[config.mk]
export PLATFORM = sky130hd
export DESIGN_NAME = adc128s022_emulator
export DESIGN_NICKNAME = d
export VERILOG_FILES = /design/src/rtl/adc_pkg.sv /design/src/rtl/adc128s022_emulator_sync_edge.sv /design/src/rtl/adc128s022_emulator.sv
export SDC_FILE = /design/constraint.sdc
export NUM_CORES = 1
export LEC_CHECK = 0
export CORE_AREA = 2 2 110 112
export DETAILED_ROUTE_END_ITERATION = 10
export DIE_AREA = 0 0 112 114
export GPL_TIMING_DRIVEN = 0
export PLACE_DENSITY = 0.74
export SLEW_MARGIN = 40
export SYNTH_ARGS = -nofsm -noshare
export SYNTH_HDL_FRONTEND = slang
export SYNTH_SLANG_ARGS = --single-unit
[constraint.sdc]
create_clock -name clk_50M -period 1.7 [get_ports clk_50M]
set_input_delay 0.34 -clock clk_50M [delete_from_list [all_inputs] [get_ports clk_50M]]
set_output_delay 0.34 -clock clk_50M [all_outputs]
set_load 0.03 [all_outputs]
[src/rtl/adc_pkg.sv]
// adc_pkg: framing constants and FSM states for the ADC128S022 emulator.
package adc_pkg;
  localparam int ADC_FRAME_BITS = 16;
  localparam int ADC_LEAD_ZEROS = 4;
  localparam int ADC_ADDR_FIRST = 2;
  localparam int ADC_ADDR_LAST  = 4;
  localparam int ADC_DATA_W     = 12;
  localparam int ADC_NCH        = 8;
  typedef enum logic [1:0] {WAIT_IDLE, IDLE, SHIFT, DONE} adc_state_e;
endpackage

[src/rtl/adc128s022_emulator_sync_edge.sv]
// sync_edge: multi-flop synchronizer with rise/fall pulses on the synchronized level.
module sync_edge #(
  parameter int STAGES = 2
) (
  input  logic clk,
  input  logic rst_n,
  input  logic i_d,
  output logic o_level,
  output logic o_rise,
  output logic o_fall
);
  logic [STAGES-1:0] r_sync;
  logic              r_prev;
  always_ff @(posedge clk or negedge rst_n)
    if (!rst_n) begin
      r_sync <= '0;
      r_prev <= 1'b0;
    end else begin
      r_sync <= {r_sync[STAGES-2:0], i_d};
      r_prev <= r_sync[STAGES-1];
    end
  assign o_level = r_sync[STAGES-1];
  assign o_rise  = o_level & ~r_prev;
  assign o_fall  = ~o_level & r_prev;
endmodule

[src/rtl/adc128s022_emulator.sv]
// adc128s022_emulator: converter side of the ADC128S022 serial link, serving an 8 x 12-bit channel bank.
module adc128s022_emulator
  import adc_pkg::*;
#(
  parameter int          SYNC_STAGES = 2,
  parameter int unsigned RESET_ADDR  = 0
) (
  input  logic                  clk_50M,
  input  logic                  rst_n,
  input  logic                  adc_sck,
  input  logic                  adc_cs_n,
  input  logic                  din,
  output logic                  dout,
  input  logic                  ch_wr_en,
  input  logic [2:0]            ch_wr_addr,
  input  logic [ADC_DATA_W-1:0] ch_wr_data,
  output logic                  frame_done,
  output logic                  frame_err,
  output logic [2:0]            last_addr
);
  logic                      w_sck_rise, w_sck_fall, w_sck_lvl;
  logic                      w_cs_rise, w_cs_fall, w_cs_lvl;
  logic                      w_din;
  logic [ADC_FRAME_BITS-1:0] w_fw;
  adc_state_e                r_state;
  logic [ADC_DATA_W-1:0]     r_bank [ADC_NCH];
  logic [2:0]                r_next_addr, r_addr_sr;
  logic [ADC_FRAME_BITS-1:0] r_sr;
  logic [4:0]                r_bit_cnt;

  sync_edge #(.STAGES(SYNC_STAGES)) u_sck (.clk(clk_50M), .rst_n(rst_n), .i_d(adc_sck),
    .o_level(w_sck_lvl), .o_rise(w_sck_rise), .o_fall(w_sck_fall));
  sync_edge #(.STAGES(SYNC_STAGES)) u_cs (.clk(clk_50M), .rst_n(rst_n), .i_d(adc_cs_n),
    .o_level(w_cs_lvl), .o_rise(w_cs_rise), .o_fall(w_cs_fall));
  sync_edge #(.STAGES(SYNC_STAGES)) u_din (.clk(clk_50M), .rst_n(rst_n), .i_d(din),
    .o_level(w_din), .o_rise(), .o_fall());

  // Bank read sees the pre-write value, so a write in the load cycle lands in the next frame.
  assign w_fw = {{ADC_LEAD_ZEROS{1'b0}}, r_bank[r_next_addr]};

  always_ff @(posedge clk_50M or negedge rst_n)
    if (!rst_n) begin
      r_state     <= WAIT_IDLE;
      r_bank      <= '{default: '0};
      r_next_addr <= 3'(RESET_ADDR);
      last_addr   <= 3'(RESET_ADDR);
      r_addr_sr   <= '0;
      r_sr        <= '0;
      r_bit_cnt   <= '0;
      dout        <= 1'b0;
      frame_done  <= 1'b0;
      frame_err   <= 1'b0;
    end else begin
      frame_done <= 1'b0;
      frame_err  <= 1'b0;
      if (ch_wr_en) r_bank[ch_wr_addr] <= ch_wr_data;
      case (r_state)
        WAIT_IDLE: begin
          dout <= 1'b0;
          if (w_cs_lvl) r_state <= IDLE;
        end
        IDLE:
          if (w_cs_fall) begin
            r_sr      <= w_fw;
            dout      <= w_fw[ADC_FRAME_BITS-1];
            r_bit_cnt <= '0;
            r_state   <= SHIFT;
          end else dout <= 1'b0;
        SHIFT:
          if (w_cs_rise) begin
            frame_err <= 1'b1;
            dout      <= 1'b0;
            r_state   <= IDLE;
          end else if (w_sck_rise) begin
            if (r_bit_cnt >= 5'(ADC_ADDR_FIRST) && r_bit_cnt <= 5'(ADC_ADDR_LAST))
              r_addr_sr <= {r_addr_sr[1:0], w_din};
            r_bit_cnt <= r_bit_cnt + 5'd1;
            if (r_bit_cnt == 5'(ADC_FRAME_BITS - 1)) begin
              r_next_addr <= r_addr_sr;
              last_addr   <= r_addr_sr;
              frame_done  <= 1'b1;
              dout        <= 1'b0;
              r_state     <= DONE;
            end
          end else if (w_sck_fall) begin
            r_sr <= {r_sr[ADC_FRAME_BITS-2:0], 1'b0};
            dout <= r_sr[ADC_FRAME_BITS-2];
          end
        DONE: begin
          dout <= 1'b0;
          if (w_cs_rise) r_state <= IDLE;
        end
        default: r_state <= WAIT_IDLE;
      endcase
    end
endmodule
==> results by group <==
Power and ir drop
  – Sw Pwr: 2.45 mW
  – Sequential share of power: between 40% and 50%
  – Comb power frac: between 15 and 20%
  – Portion of total power attributed to the clock network: a little under two fifths
  – Power Density: 1280 nW/um2
  – Sw Share: approximately a quarter
  – Internal power: between 7 and 8 mW
  – Worst vdd ir: between 0.9 and 1 mV
  – Static leakage: 3.24 nW

Placed design
  – PortBufs: 26
  – HPWL Detailed: around 8500 um
  – Dpl ws: -0.718 ns
  – Placed Area: between 6000 and 7000 um2
  – RePlAce Congestion: ~0.81
  – Placed insts: ~630

Clock tree
  – Maximum clock path buffer count: 2
  – CTS tree: built
  – Worst skew pair latency: about 0.42 ns
  – Level count of the clock H-tree: 4
  – CTS root buffer: clkbuf_16
  – Clk slew on worst S/H paths: roughly 0.060 ns
  – TritonCTS Buffers: 17
  – Clk sinks: 135

Synth
  – Syn avg cell area: roughly 13 um2
  – Cell Area, Synth: roughly 6100 um2
  – Mapped Nets: approximately 490
  – Yosys reg bits: ~140
  – Post-synthesis sequential area ratio: between 50% and 60%
  – Yosys cell types: 39
  – Cells after Synth: 459
  – Synth warn: 0

Detailed routing
  – DRT antenna net count: 0
  – DR WL met3: 641 um
  – Drt via density: slightly below 6
  – Met2 wire len: 6570 um
  – DR pass1 iterations: 5
  – Drt initial violations: around 270
  – WL per Instance: 19.4 um
  – Number of remaining DRC errors: 0
  – Met1 wire length: around 5800 um
  – Detailed-route wire length: between 10000 and 15000 um
  – DR top layer: met4
  – Via count: 3992

STA
  – Fin crit period: 1.75 ns
  – Final period util: 103%
  – RSZ-0062 raised after global routing: true
  – Max Slew Vio Count: 0
  – Slew margin rel.: 68.4%
  – Fmax: 0.571 GHz
  – Final setup margin: -0.0503 ns
  – Tightest Pin Transition: roughly 0.47 ns
  – Hold Violations, Final: 0
  – # setup viols final: 10
  – Fin Setup TNS: -0.298 ns
  – Clock skew: about 0.0072 ns

Setup path
  – Crit-path most repeated cell: buf_6
  – Family with the most delay on the worst path: buffers and inverters
  – CP Cell Sequence: buf_6 > ha_4 > nand4bb_1 > clkbuf_8 > o21a_1 > buf_6 > a221o_1
  – Worst Path Required: ~2.0 ns
  – Setup Crit Path Kind: reg2reg
  – Slowest stage cell, crit path: dfrtp_1
  – Crit path DAT: 2.05 ns
  – Crit path launch type: register
  – Buf/Inv on CP: 3
  – Max stage delay on crit path: 0.39 ns
  – Worst setup EP type: register
  – Crit-path max FO: 8

GRT
  – Vias in the first global route: about 4200
  – Largest net degree at the start of global routing: 78
  – GRT Total Usage: between 20% and 30%
  – Initial antenna violation count: 0
  – Overflow after GRT: 0
  – First-pass GRT wire length: about 22000 um

Layout
  – Design area: about 7500 um2
  – NumNets Final: ~550
  – Non-Filler Instances: slightly below 700
  – Fill cells: 898
  – Most common cell after layout, fill and taps aside: dfrtp_1
  – Antenna Cells: 0
  – Layout cell share with drive strength beyond 1: between 30 and 40%
  – Area Growth Syn to Fin: 23.1%
  – Most frequent cells in the layout: 132 x dfrtp_1, 102 x mux2_2, 49 x mux2i_1

Run
  – Max-Cap Viols: 0

Worst hold path
  – Worst hold path type: reg2reg

Floorplanning
  – Ports: 27
  – Die area: approximately 13000 um2
  – Rows: 40
  – Starting density of the core: 52.2%
  – DIE WIDTH: approximately 110 um
  – Die Y: 114 um
  – Core area: between 10000 and 15000 um2

Run status
  – Outcome: complete, but fails checks
  – Failing checks: negative setup slack
==> per-layer routing <==
metal | global-route usage (%) | up-vias
li1 | - | 1803
met3 | 5.37 | 24
met1 | 29.4 | 2065
met2 | 35.8 | 100
met4 | 8.54 | 0
met5 | 0 | -
==> power by group through the flow <==
stage | logic (mW) | registers [mW] | clock network, mW
global placement | 1.39 | 4.27 | 0
floorplan | 1.11 | 4.20 | 0
CTS | 1.71 | 4.26 | 3.62
global route | 1.95 | 4.35 | 3.75
detailed placement | 1.49 | 4.32 | 0
finish | 1.78 | 4.27 | 3.56
==> worst paths after layout <==
kind                                  from              end  slack (ns)  cells after the start
min reg2reg                u_din.r_sync[0]  u_din.r_sync[1]        0.35                      0
min                        u_din.r_sync[0]  u_din.r_sync[1]        0.35                      0
max in group asynchronous            rst_n        r_bank[9]        0.53                      3
min in group asynchronous            rst_n   u_cs.r_sync[1]        0.46                      2
max                             r_state[1]          r_sr[6]       -0.05                      7
max reg2reg                     r_state[1]          r_sr[6]       -0.05                      7
==> layout make-up <==
class | instances | area (um2) | area share [%]
sequential | 135 | 3380 | 44.9
multi-input combinational | 289 | 2700 | 35.8
clock buffer | 22 | 474 | 6.30
timing repair buffer | 46 | 443 | 5.89
buffer | 24 | 208 | 2.76
tap | 147 | 184 | 2.44
clock inverter | 8 | 98.8 | 1.31
inverter | 10 | 37.5 | 0.499
==> through the flow <==
step	utilization, %	power, mW	hold WS (ns)
floorplan	-	5.31	0.0444
detailed placement	56.4	5.81	0.305
CTS	63.1	9.59	0.349
global route	64.3	10.1	0.348
finish	64.3	9.61	0.345
global placement	56.1	5.67	0.338
==> state kept, by name (all words and copies together), names as in the netlist, 3 cells and up <==
signal,flops
r_bit_cnt,5
r_bank,96
r_addr_sr,3
r_next_addr,3
r_sr,15
==> Yosys cell counts (all sizes together) <==
cell | count | area [um2]
a21o | 1 | 7.51
o21ai | 7 | 35.0
a22oi | 10 | 75.1
o2111ai | 1 | 8.76
a221oi | 1 | 8.76
nand4bb | 1 | 11.3
nand2b | 3 | 18.8
mux2 | 102 | 1150
a21oi | 12 | 60.1
and3 | 11 | 68.8
a22o | 1 | 8.76
o21a | 2 | 15.0
nor2b | 5 | 31.3
nand3b | 2 | 15.0
inv | 10 | 37.5
and2 | 1 | 6.26
mux4 | 3 | 67.6
dfrtp | 135 | 3380
a221o | 8 | 80.1
ha | 7 | 87.6
nor2 | 5 | 18.8
nor3 | 5 | 25.0
a21boi | 1 | 7.51
maj3 | 2 | 21.3
buf | 19 | 100
o22ai | 1 | 6.26
nand4b | 3 | 26.3
o211ai | 6 | 45.0
nor3b | 3 | 22.5
nand3 | 7 | 35.0
mux2i | 49 | 490
nand4 | 4 | 25.0
nand2 | 25 | 93.8
clkbuf | 6 | 23.8
==> kinds of logic after synthesis <==
kind of cell / Yosys count / share of synthesized area (%)
multiplexers: 154 / 27.9
flip-flops: 135 / 55.3
AO/OA/AOI/OAI: 51 / 5.86
AND/OR/NAND/NOR: 75 / 6.51
buffers and inverters: 35 / 2.64
adder cells (fa/ha/maj): 9 / 1.78
==> timing repair <==
| item | 4_1_cts | 5_1_grt |
|---|---|---|
| endpoints found under the setup margin | 83 | 78 |
| hold endpoints to repair | 58 | 0 |
| pin swaps | 7 | 8 |
| resized for setup | 44 | 33 |
| buffers inserted | 12 | 5 |
| hold buffers | 1 | 0 |
| gates cloned | 0 | 1 |
Power figures use the tool's default switching activity.
